### src/rtl/memory_access_controller_if.sv
// Bus between the control unit / memory and the memory access controller.
// start_read/start_write are level requests sampled only while the controller is
// idle; mem_ready is the memory's acknowledge, sampled on each rising edge while a
// strobe (mem_read/mem_write) is held; a strobe stays high until that ack or a timeout.
interface memory_access_controller_if;
  logic       start_read;
  logic       start_write;
  logic       mem_ready;
  logic       mar_en;
  logic       mdr_en;
  logic       mdr_read;
  logic       mem_read;
  logic       mem_write;
  logic       busy;
  logic       done;
  logic       err;
  logic [2:0] state_dbg;

  modport slave (
    input  start_read, start_write, mem_ready,
    output mar_en, mdr_en, mdr_read, mem_read, mem_write, busy, done, err, state_dbg
  );

  modport master (
    output start_read, start_write, mem_ready,
    input  mar_en, mdr_en, mdr_read, mem_read, mem_write, busy, done, err, state_dbg
  );
endinterface

### src/rtl/memory_access_controller.sv
// Sequences MAR/MDR loads and memory read/write strobes for one access at a time,
// aborting with a one-cycle err pulse if memory does not acknowledge in TIMEOUT cycles.
module memory_access_controller #(
    parameter int TIMEOUT = 15
) (
    input  logic                        clk,
    input  logic                        clr,
    memory_access_controller_if.slave   bus
);

    typedef enum logic [2:0] {
        IDLE     = 3'd0,
        MAR_LOAD = 3'd1,
        RD_REQ   = 3'd2,
        RD_LATCH = 3'd3,
        WR_REQ   = 3'd4,
        DONE     = 3'd5,
        ERR      = 3'd6
    } state_t;

    localparam logic [7:0] TO_LAST = 8'(TIMEOUT - 1);

    state_t     state;
    state_t     state_nxt;
    logic       op_write;
    logic [7:0] cnt;
    logic       in_req;
    logic       timed_out;

    logic mar_en_c, mdr_en_c, mdr_read_c, mem_read_c, mem_write_c, busy_c, done_c, err_c;

    assign in_req    = (state == RD_REQ) || (state == WR_REQ);
    // A late ack on the last allowed cycle still completes normally.
    assign timed_out = (cnt == TO_LAST) && !bus.mem_ready;

    always_ff @(posedge clk or negedge clr) begin
        if (!clr) begin
            state    <= IDLE;
            op_write <= 1'b0;
            cnt      <= 8'd0;
        end else begin
            state <= state_nxt;
            if (state == IDLE && (bus.start_read || bus.start_write))
                op_write <= !bus.start_read;
            if (in_req && !bus.mem_ready)
                cnt <= cnt + 8'd1;
            else
                cnt <= 8'd0;
        end
    end

    always_comb begin
        state_nxt = IDLE;
        case (state)
            IDLE: begin
                if (bus.start_read || bus.start_write) state_nxt = MAR_LOAD;
                else                                   state_nxt = IDLE;
            end
            MAR_LOAD: state_nxt = op_write ? WR_REQ : RD_REQ;
            RD_REQ: begin
                if (bus.mem_ready)  state_nxt = RD_LATCH;
                else if (timed_out) state_nxt = ERR;
                else                state_nxt = RD_REQ;
            end
            RD_LATCH: state_nxt = DONE;
            WR_REQ: begin
                if (bus.mem_ready)  state_nxt = DONE;
                else if (timed_out) state_nxt = ERR;
                else                state_nxt = WR_REQ;
            end
            DONE:    state_nxt = IDLE;
            ERR:     state_nxt = IDLE;
            default: state_nxt = IDLE;
        endcase
    end

    always_comb begin
        mar_en_c    = 1'b0;
        mdr_en_c    = 1'b0;
        mdr_read_c  = 1'b0;
        mem_read_c  = 1'b0;
        mem_write_c = 1'b0;
        done_c      = 1'b0;
        err_c       = 1'b0;
        busy_c      = (state != IDLE);
        case (state)
            MAR_LOAD: mar_en_c = 1'b1;
            RD_REQ:   mem_read_c = 1'b1;
            RD_LATCH: begin
                mem_read_c = 1'b1;
                mdr_en_c   = 1'b1;
                mdr_read_c = 1'b1;
            end
            // MDR stays frozen so it supplies the write data.
            WR_REQ:   mem_write_c = 1'b1;
            DONE:     done_c = 1'b1;
            ERR:      err_c = 1'b1;
            default:  ;
        endcase
    end

    assign bus.mar_en    = mar_en_c;
    assign bus.mdr_en    = mdr_en_c;
    assign bus.mdr_read  = mdr_read_c;
    assign bus.mem_read  = mem_read_c;
    assign bus.mem_write = mem_write_c;
    assign bus.busy      = busy_c;
    assign bus.done      = done_c;
    assign bus.err       = err_c;
    assign bus.state_dbg = state;

endmodule

### src/flat_wrapper.sv
// flat-port wrapper written by rule: the top's interface ports become plain ports
module memory_access_controller_flat 
#(
    parameter int TIMEOUT = 15
)
  (clk, clr, bus_start_read, bus_start_write, bus_mem_ready, bus_mar_en, bus_mdr_en, bus_mdr_read, bus_mem_read, bus_mem_write, bus_busy, bus_done, bus_err, bus_state_dbg);
  memory_access_controller_if bus_i ();
  input  logic clk;
  input  logic clr;
  input wire logic [$bits(bus_i.start_read)-1:0] bus_start_read;
  input wire logic [$bits(bus_i.start_write)-1:0] bus_start_write;
  input wire logic [$bits(bus_i.mem_ready)-1:0] bus_mem_ready;
  output wire logic [$bits(bus_i.mar_en)-1:0] bus_mar_en;
  output wire logic [$bits(bus_i.mdr_en)-1:0] bus_mdr_en;
  output wire logic [$bits(bus_i.mdr_read)-1:0] bus_mdr_read;
  output wire logic [$bits(bus_i.mem_read)-1:0] bus_mem_read;
  output wire logic [$bits(bus_i.mem_write)-1:0] bus_mem_write;
  output wire logic [$bits(bus_i.busy)-1:0] bus_busy;
  output wire logic [$bits(bus_i.done)-1:0] bus_done;
  output wire logic [$bits(bus_i.err)-1:0] bus_err;
  output wire logic [$bits(bus_i.state_dbg)-1:0] bus_state_dbg;
  assign bus_i.start_read = bus_start_read;
  assign bus_i.start_write = bus_start_write;
  assign bus_i.mem_ready = bus_mem_ready;
  assign bus_mar_en = bus_i.mar_en;
  assign bus_mdr_en = bus_i.mdr_en;
  assign bus_mdr_read = bus_i.mdr_read;
  assign bus_mem_read = bus_i.mem_read;
  assign bus_mem_write = bus_i.mem_write;
  assign bus_busy = bus_i.busy;
  assign bus_done = bus_i.done;
  assign bus_err = bus_i.err;
  assign bus_state_dbg = bus_i.state_dbg;
  memory_access_controller #(.TIMEOUT(TIMEOUT)) u_core (.clk(clk), .clr(clr), .bus(bus_i));
endmodule
### config.mk
export PLATFORM = sky130hd
export DESIGN_NAME = memory_access_controller_flat
export DESIGN_NICKNAME = d
export VERILOG_FILES = /design/src/rtl/memory_access_controller_if.sv /design/src/rtl/memory_access_controller.sv /design/src/flat_wrapper.sv
export SDC_FILE = /design/constraint.sdc
export NUM_CORES = 1
export LEC_CHECK = 0
export BUFFER_PORTS_ARGS = -buffer_cell sky130_fd_sc_hd__buf_2
export CORE_AREA = 4 4 42 44
export DETAILED_ROUTE_END_ITERATION = 6
export DIE_AREA = 0 0 46 48
export GPL_TIMING_DRIVEN = 0
export PLACE_DENSITY = 0.71
export SLEW_MARGIN = 10
export SYNTH_ARGS = -nofsm -noshare
export SYNTH_HDL_FRONTEND = slang
export SYNTH_SLANG_ARGS = --single-unit
### constraint.sdc
create_clock -name clk -period 2.8 [get_ports clk]
set_clock_uncertainty 0.15 [all_clocks]
set_input_delay 0.14 -clock clk [delete_from_list [all_inputs] [get_ports clk]]
set_output_delay 0.14 -clock clk [all_outputs]
set_load 0.01 [all_outputs]
# Word-level counts from Yosys, hierarchy flattened
# Cells that the tools add are included.
[op_classes] addsub=1 n_eq_ne=7 n_mux=14 reduce_logical=10
[ops] operator="$pmux 3 s5" count=1
[ops] operator="$mux 3" count=4
[ops] operator="$eq 3x3->1 const B" count=3
[ops] operator="$add 8x1->8 const B" count=1
[ops] operator="$eq 8x4->1 const B" count=1
[ops] operator="$mux 8" count=1
[ops] operator="$mux 1" count=7
[ops] operator="$eq 3x2->1 const B" count=2
[ops] operator="$eq 3x1->1 const B" count=1
[ops] operator="$logic_and 1x1->1" count=3
[ops] operator="$logic_not 3->1" count=1
[ops] operator="$reduce_bool 3->1" count=1
[ops] operator="$logic_not 1->1" count=2
[ops] operator="$logic_or 1x1->1" count=2
[ops] operator="$mux 2" count=1
[ops] operator="$reduce_or 2->1" count=1
[totals] ff_bits=12 in_bits=5 output_inout_bits=11 wordCells=35

# Longest topological paths before layout
# Gate-level depths: netlist (run 1).
[logic_depth] ltp_word=5 mapped_depth=6 mapped_depth_nobuf=5

# Least setup slack after synthesis (run 1)
# OpenSTA, ideal clock, no wires.
[synth_timing] kind="register -> output" from="register u_core.state[2] (netlist: u_core.bus.state_dbg[2])" to="output port bus_mdr_read" t_arrival_ns=1.118 required_time_ns=2.510 path_slack_ns=1.392 stages_incl_launch_ff=6 n_path_buf=1 path_cell_list="dfrtp_1 inv_1 nand2_1 inv_2 and2_1 buf_4"
[synth_via] elab_chain_len=2
[synth_lines] item="from (decl)" line="memory_access_controller.sv:23" source="state_t state;"
[synth_lines] item="from (signal assigned)" line="memory_access_controller.sv:42" source="state <= state_nxt;"
[synth_lines] item="$eq 3x2->1"
[synth_lines] item="$mux 1"
[synth_lines] item="to (decl)" line="flat_wrapper.sv:15" source="output wire logic [$bits(bus_i.mdr_read)-1:0] bus_mdr_read;"
# Every way passes these cells.

# Worst setup path in the final report (run 1)
[layout_timing] from="register u_core.state[2] (netlist: u_core.bus.state_dbg[2])" to="output port bus_mdr_read"
[layout_via] elab_chain_len=2
[layout_lines] item="$eq 3x2->1" line="memory_access_controller.sv:86" source="case (state)"
[layout_lines] item="$mux 1" line="memory_access_controller.sv:86"
# Every way passes these cells.

==> results of run 1 <==
state kept, by name, indices dropped and copies added (netlist names):
register,flops
u_core.cnt,8
u_core.bus.state_dbg,3
u_core.op_write,1
area by class of cell:
class | count | share of cell area [%]
well taps | 16 | 2.450
repair buffers | 18 | 12.86
inverters | 5 | 2.297
flip-flops and latches | 12 | 36.75
clock buffers | 4 | 4.441
multi-input cells | 51 | 38.90
plain buffers | 3 | 2.297
per-stage QoR:
step	util [%]	hold slack, ns
6_report	56.88	0.001540
5_1_grt	56.88	0.01667
4_1_cts	56.88	0.005675
3_5_place_dp	52.26	-0.1162
3_3_place_gp	52.26	-0.1188
2_1_floorplan	-	-0.3056
power breakdown:
part	internal, uW	total [uW]	switching, uW
clock network	79.2	143	63.4
logic	117	277	160
registers	205	237	32.7
total	401	657	256
cell families after synthesis:
kind of cell    count (synthesis)
buf+inv                         8
fa+ha+maj                       2
compound gates                 14
simple gates                   32
xor+xnor                        3
flops                          12
timing repair:
item                                   in CTS  in global routing
resized for setup                           0                  0
hold buffers                                3                  0
endpoints found under the hold margin      14                  0
metal layers:
| metal | wire, um | track usage (%) | up-vias |
|---|---|---|---|
| met1 | 632 | 16.89 | 270 |
| met5 | 0 | 0 | - |
| met3 | 68 | 2.256 | 4 |
| met4 | 24 | 6.818 | 0 |
| met2 | 643 | 22.53 | 11 |
| li1 | - | - | 291 |
cells in the mapped netlist:
cell type / number / area [um^2]
dfrtp_1: 12 / 300.3
nor2_1: 10 / 37.54
a21oi_1: 5 / 25.02
nand2_1: 5 / 18.77
inv_1: 4 / 15.01
o21ai_0: 4 / 20.02
nor3b_1: 3 / 22.52
o211ai_1: 3 / 22.52
or3_1: 3 / 18.77
buf_4: 2 / 15.01
ha_1: 2 / 25.02
nand3_1: 2 / 10.01
nand4_1: 2 / 12.51
nor4b_1: 2 / 17.52
xor2_1: 2 / 17.52
a21oi_2: 1 / 8.760
and2_1: 1 / 6.260
and2b_1: 1 / 7.510
clkbuf_1: 1 / 3.750
inv_2: 1 / 3.750
nand3_2: 1 / 10.01
nor3_1: 1 / 5.000
o21ai_4: 1 / 16.27
or4_1: 1 / 7.510
xnor2_1: 1 / 8.760
worst max-delay path: cells and delay by family, from the launching register on:
family	cells	cell delay (ns)
buffers and inverters	4	0.44
and+or+nand+nor	2	0.30
DFF	1	0.49
how the worst max path moves through the flow:
stage / end / cells past startpoint
4_1_cts: bus_mdr_read / 6
3_5_place_dp: bus_mdr_read / 6
3_3_place_gp: bus_mdr_read / 6
5_1_grt: bus_mdr_read / 6
2_1_floorplan: bus_mdr_read / 5
6_report: bus_mdr_read / 6
cells in the final DEF (no fill, tap or decap), types with 2 or more instances in the layout:
cell type,Yosys,final
ha_1,2,2
o211ai_1,3,3
nor2_1,10,10
o21ai_0,4,4
nand4_1,2,2
xor2_1,2,2
nand2_1,5,5
dlygate4sd3_1,0,3
buf_2,0,15
nor3b_1,3,3
inv_1,4,4
buf_4,2,2
a21oi_1,5,5
clkbuf_4,0,3
nand3_1,2,2
nor4b_1,2,2
dfrtp_1,12,12
or3_1,3,3
==> run_results.csv, run 1 <==
group,metric,value,unit
global_route,grt-ovfl-total,0,
synthesis,yosys.area_share.simple,26.53,%
timing,tns,0,ns
global_route,grt_pass1_vias,496,
timing,final_hold_viol_count,0,
global_route,antenna_found_initial,0,
hold_path,hold-path-endpoint,"u_core.op_write",
worst_setup_path,crit_start,"u_core.bus.state_dbg[2]",
worst_setup_path,reg2reg_setup_slack,1.37,ns
cts,cts_buffer_depth,2,
synthesis,synth_top_family_by_area,"simple AND/OR/NAND/NOR gates",
cts,cts_sinks,12,
synthesis,synth_compound_area_share,14.12,%
synthesis,synthCells,71,
synthesis,yosysUniqueCellTypes,25,
power,p_leak,0.0003770,uW
worst_setup_path,path_max_fanout,9,
power,power.density,803.9,mW/mm^2
die,die_area,0.002208,mm^2
finish,final_nets,101,
cts,cts_tree,"yes",
cts,path_clk_slew,0.08,ns
die,start_util,45.64,%
placement,placed_cell_area,750.7,um^2
die,io_pins,16,
synthesis,syn_nets,78,
routing,route.detailed.drc,0,
routing,vias,576,
cts,htree_levels,1,
synthesis,synth_fa_ha_area_share,3.817,%
finish,fill_cells,125,
synthesis,synth_xor_area_share,4.008,%
power,power.total,656.8,uW
worst_setup_path,cp.required,2.51,ns
routing,viasPerCell,5.284,
timing,drv_slew,0,
finish,antenna_cells,0,
power,ir_worst_vdd,0.4669,mV
global_route,grt_max_degree,13,
routing,firstDrtPassIters,3,
cts,postCtsSetupRepairBufs,0,
worst_setup_path,max_stage_delay,0.49,ns
status,status,"finished clean",
routing,ant_nets,0,
placement,dp_hpwl,987.4,um
worst_setup_path,critical_path.cell_chain,"inv_1 > nand2_1 > inv_2 > and2_1 > buf_4 > buf_2",
timing,finalCritPeriodShare,64.59,%
worst_setup_path,worstSetupPathType,"reg2out",
hold_path,min_path_type,"in2reg",
die,rows,14,
cts,cts_root_buffer,"clkbuf_4",
hold_path,hold_start,"bus_start_write",
hold_path,holdPathStages,3,
die,fp.dieW,46,um
routing,wl,1368,um
global_route,grt_util_all_layers,13.55,%
timing,period_minus_slack,1.809,ns
timing,rsz0062_at_grt,"no",
synthesis,syn_area_per_cell,9.234,um^2
placement,gp_congestion,0.7230,
worst_setup_path,crit_path_top_delay_cell,"dfrtp_1",
worst_setup_path,crit_arrival,1.52,ns
placement,dpl.cell_count,102,
synthesis,ys_seq_elements,12,
die,die_h,48,um
run,max_cap_viol_count,0,
timing,slew_headroom,76.56,%
routing,drt_iter0_drc,5,
placement,dp_slack,1.301,ns
timing,tightest_slew,0.3515,ns
finish,final_cells,109,
worst_setup_path,cp-start-kind,"flop",
synthesis,muxShareOfSynthArea,0,%
timing,clock.fmax,552.9,MHz
cts,numCtsBuffers,3,
finish,regArea,300.3,um^2
synthesis,ys_warn_count,0,
worst_setup_path,r2r-end,"u_core.cnt[2]",
routing,wl_per_cell,12.55,um
finish,postLayoutCellArea,817.0,um^2
cts,clock_latency,0.28,ns
finish,area_growth,24.62,%
finish,multiInputGateArea,317.8,um^2
timing,setup_slack,0.9915,ns
worst_setup_path,cp-end-kind,"output pin",
synthesis,ys_seq_area_share,45.80,%
global_route,grt_pass1_wl,2139,um
synthesis,synthesis.area,655.6,um^2
timing,setup_viol,0,
worst_setup_path,crit-reg2reg-launch,"u_core.bus.state_dbg[2]",
finish,drive_gt1_share,26.88,%
placement,port_buffers,15,
die,design.core.area,0.001436,mm^2
worst_setup_path,rr_worst_depth,5,
Power figures use the tool's default switching activity.
==> run 2, diff against run 1 <==
Settings changed: ABC_AREA set to 1, CORE_AREA 4 4 42 44 to 4 4 43 45, DIE_AREA 0 0 46 48 to 0 0 47 49, PLACE_DENSITY 0.71 to 0.69.
Clock period 2.8 ns to 1.71 ns, I/O delays scaled along.
==> run 2 against run 1 <==
Compared with the run above: design area shrank 0.77%; register-to-register slack lost 0.95 ns; flip-flop and latch count is the same; setup slack lost 0.80 ns; first-iteration DRC count grew 20%; critical path type unchanged; largest power group unchanged.
==> run_results.csv, run 2 <==
group,metric,value,unit
placement,port_buffers,15,
worst_setup_path,cp-end-kind,"output pin",
timing,slew_headroom,81.62,%
finish,antenna_cells,0,
run,max_cap_viol_count,0,
cts,cts_sinks,12,
routing,firstDrtPassIters,4,
finish,final_nets,118,
cts,postCtsSetupRepairBufs,0,
cts,cts_resized,0,
routing,top_layer,"met4",
finish,drive_gt1_share,22.94,%
die,start_util,45.07,%
worst_setup_path,crit_path_top_delay_cell,"dfrtp_1",
synthesis,yosysMostFrequentCell,"nand2_1",
placement,gp_congestion,0.8026,
global_route,grt_pass1_wl,2304,um
power,pwr-share-clk,17.2,%
placement,dp_hpwl,1030,um
routing,drt_iter0_drc,6,
finish,largest_reg_flops,8,
finish,utilization,55.10,%
routing,route.met3.wl,89,um
timing,finalCritPeriodShare,88.67,%
power,pwr-share-comb,42.5,%
timing,drv_slew,0,
synthesis,synthCells,88,
worst_setup_path,cp-start-kind,"flop",
global_route,antenna_found_initial,0,
timing,final_hold_viol_count,0,
power,ir_worst_vdd,0.5091,mV
placement,dp_slack,0.4210,ns
finish,final_common_cell,"nand2_1",
cts,htree_levels,1,
hold_path,min_path_type,"in2reg",
synthesis,syn_nets,95,
routing,wl,1293,um
die,die_h,49,um
timing,setup_slack,0.1938,ns
synthesis,synth_commonest_cells,"nand2_1 (22), nor2_1 (17), dfrtp_1 (12)",
synthesis,ys_warn_count,0,
synthesis,synth_top_cell_area_share,45.28,%
status,status,"finished clean",
synthesis,synthTopCellsByArea,"dfrtp_1 (45%), nand2_1 (12%), nor2_1 (9.6%)",
timing,tns,0,ns
cts,cts_root_buffer,"clkbuf_4",
worst_setup_path,cp.required,1.47,ns
timing,rsz0062_at_grt,"no",
power,power_switching,401.0,uW
worst_setup_path,critPathTopFamily,"flip-flops",
synthesis,yosysUniqueCellTypes,19,
die,design.core.area,0.001471,mm^2
synthesis,syn_area_per_cell,7.536,um^2
worst_setup_path,critical_path.cell_chain,"nor2_1 > nand2_1 > inv_1 > buf_4 > buf_2",
die,fp.dieW,47,um
finish,layout_common_cells,"nand2_1 (22), nor2_1 (17), buf_2 (15)",
worst_setup_path,path_buf_inv,3,
global_route,grt_util_all_layers,14.06,%
timing,clock.fmax,659.5,MHz
global_route,grt-ovfl-total,0,
synthesis,synth-edff-count,0,
routing,m1WireLength,555,um
power,p_leak,0.0004367,uW
synthesis,ys_seq_elements,12,
power,p_int,577.2,uW
global_route,grt_pass1_vias,567,
finish,area_growth,22.26,%
timing,setup_viol,0,
worst_setup_path,crit_arrival,1.28,ns
timing,period_minus_slack,1.516,ns
power,pwr-share-seq,40.3,%
synthesis,async_reset_ff_share,100.0,%
synthesis,synthFlopType,"dfrtp_1",
cts,clock_latency,0.27,ns
synthesis,ys_seq_area_share,45.28,%
synthesis,synthesis.area,663.1,um^2
finish,top_register,"u_core.cnt",
power,p_sw_share,40.99,%
routing,wl_per_cell,10.34,um
worst_setup_path,max_stage_delay,0.45,ns
timing,tightest_slew,0.2756,ns
routing,viasPerCell,4.760,
worst_setup_path,path_max_fanout,6,
routing,vias,595,
power,power.density,1207,mW/mm^2
global_route,grt_max_degree,13,
cts,path_clk_slew,0.07,ns
cts,cts_buffer_depth,2,
cts,cts_tree,"yes",
cts,numCtsBuffers,3,
synthesis,synth.largest_area_cell,"dfrtp_1",
worst_setup_path,worstSetupPathType,"reg2out",
routing,wl_met2,604,um
die,io_pins,16,
die,rows,14,
die,die_area,0.002303,mm^2
routing,ant_nets,0,
routing,route.detailed.drc,0,
-- run 2: repair_timing --
action	4_1_cts	5_1_grt
hold endpoints to repair	16	0
hold buffers	3	0
setup endpoints to repair	0	0
-- run 2: final cells by class --
| cell class | instances | area, um^2 |
|---|---|---|
| fillers | 151 | 660.6 |
| well taps | 16 | 20.02 |
| multi-input cells | 64 | 314.1 |
| clock buffers | 3 | 22.52 |
| repair buffers | 18 | 105.1 |
| plain buffers | 1 | 7.507 |
| flip-flops and latches | 12 | 300.3 |
| inverters | 11 | 41.29 |
-- run 2: worst paths after layout --
path / startpoint / endpoint / slack [ns] / cells past startpoint
worst max-delay path: u_core.bus.state_dbg[2] / bus_mdr_read / 0.19 / 5
worst min-delay path: bus_start_write / u_core.bus.state_dbg[0] / 0.05 / 4
worst max register to register: u_core.cnt[1] / u_core.cnt[6] / 0.42 / 6
worst min register to register: u_core.cnt[0] / u_core.cnt[0] / 0.33 / 1
max in group asynchronous: clr / u_core.bus.state_dbg[1] / 1.12 / 2
min in group asynchronous: clr / u_core.bus.state_dbg[2] / 0.07 / 2
-- run 2: power by group through the flow --
stage	logic, uW	clock network [uW]	registers [uW]
4_1_cts	421	180	396
5_1_grt	486	189	408
2_1_floorplan	260	0	408
3_3_place_gp	411	0	397
6_report	416	168	394
3_5_place_dp	415	0	401
-- run 2: stage by stage --
stage               total power (uW)  hold WS (ns)  std cells  cell area, um^2
finish                         978.3       0.05307        125            810.8
global route                    1082       0.08622        125            810.8
detailed placement             816.0       -0.1654        119            758.2
floorplan                      668.3       -0.3601         88            663.1
CTS                            996.6       0.03646        125            810.8
global placement               807.4       -0.1646        119            758.2
-- run 2: layer usage --
metal | vias to the layer above | global-route usage [%]
met2 | 14 | 21.04
met3 | 4 | 2.214
met1 | 264 | 16.97
met5 | - | 0
met4 | 0 | 11.06
li1 | 313 | -
-- run 2: logic make-up after synthesis --
group | count (synthesis) | synth area share, %
fa+ha+maj | 2 | 3.773
buf+inv | 12 | 7.359
simple gates | 55 | 35.66
compound gates | 4 | 3.961
flops | 12 | 45.28
xor+xnor | 3 | 3.963
-- run 2: worst min-delay path, stage by stage --
cell and delay, ns:
buf_2 0.07, or2_2 0.09, nand3_1 0.09, nand3_1 0.10
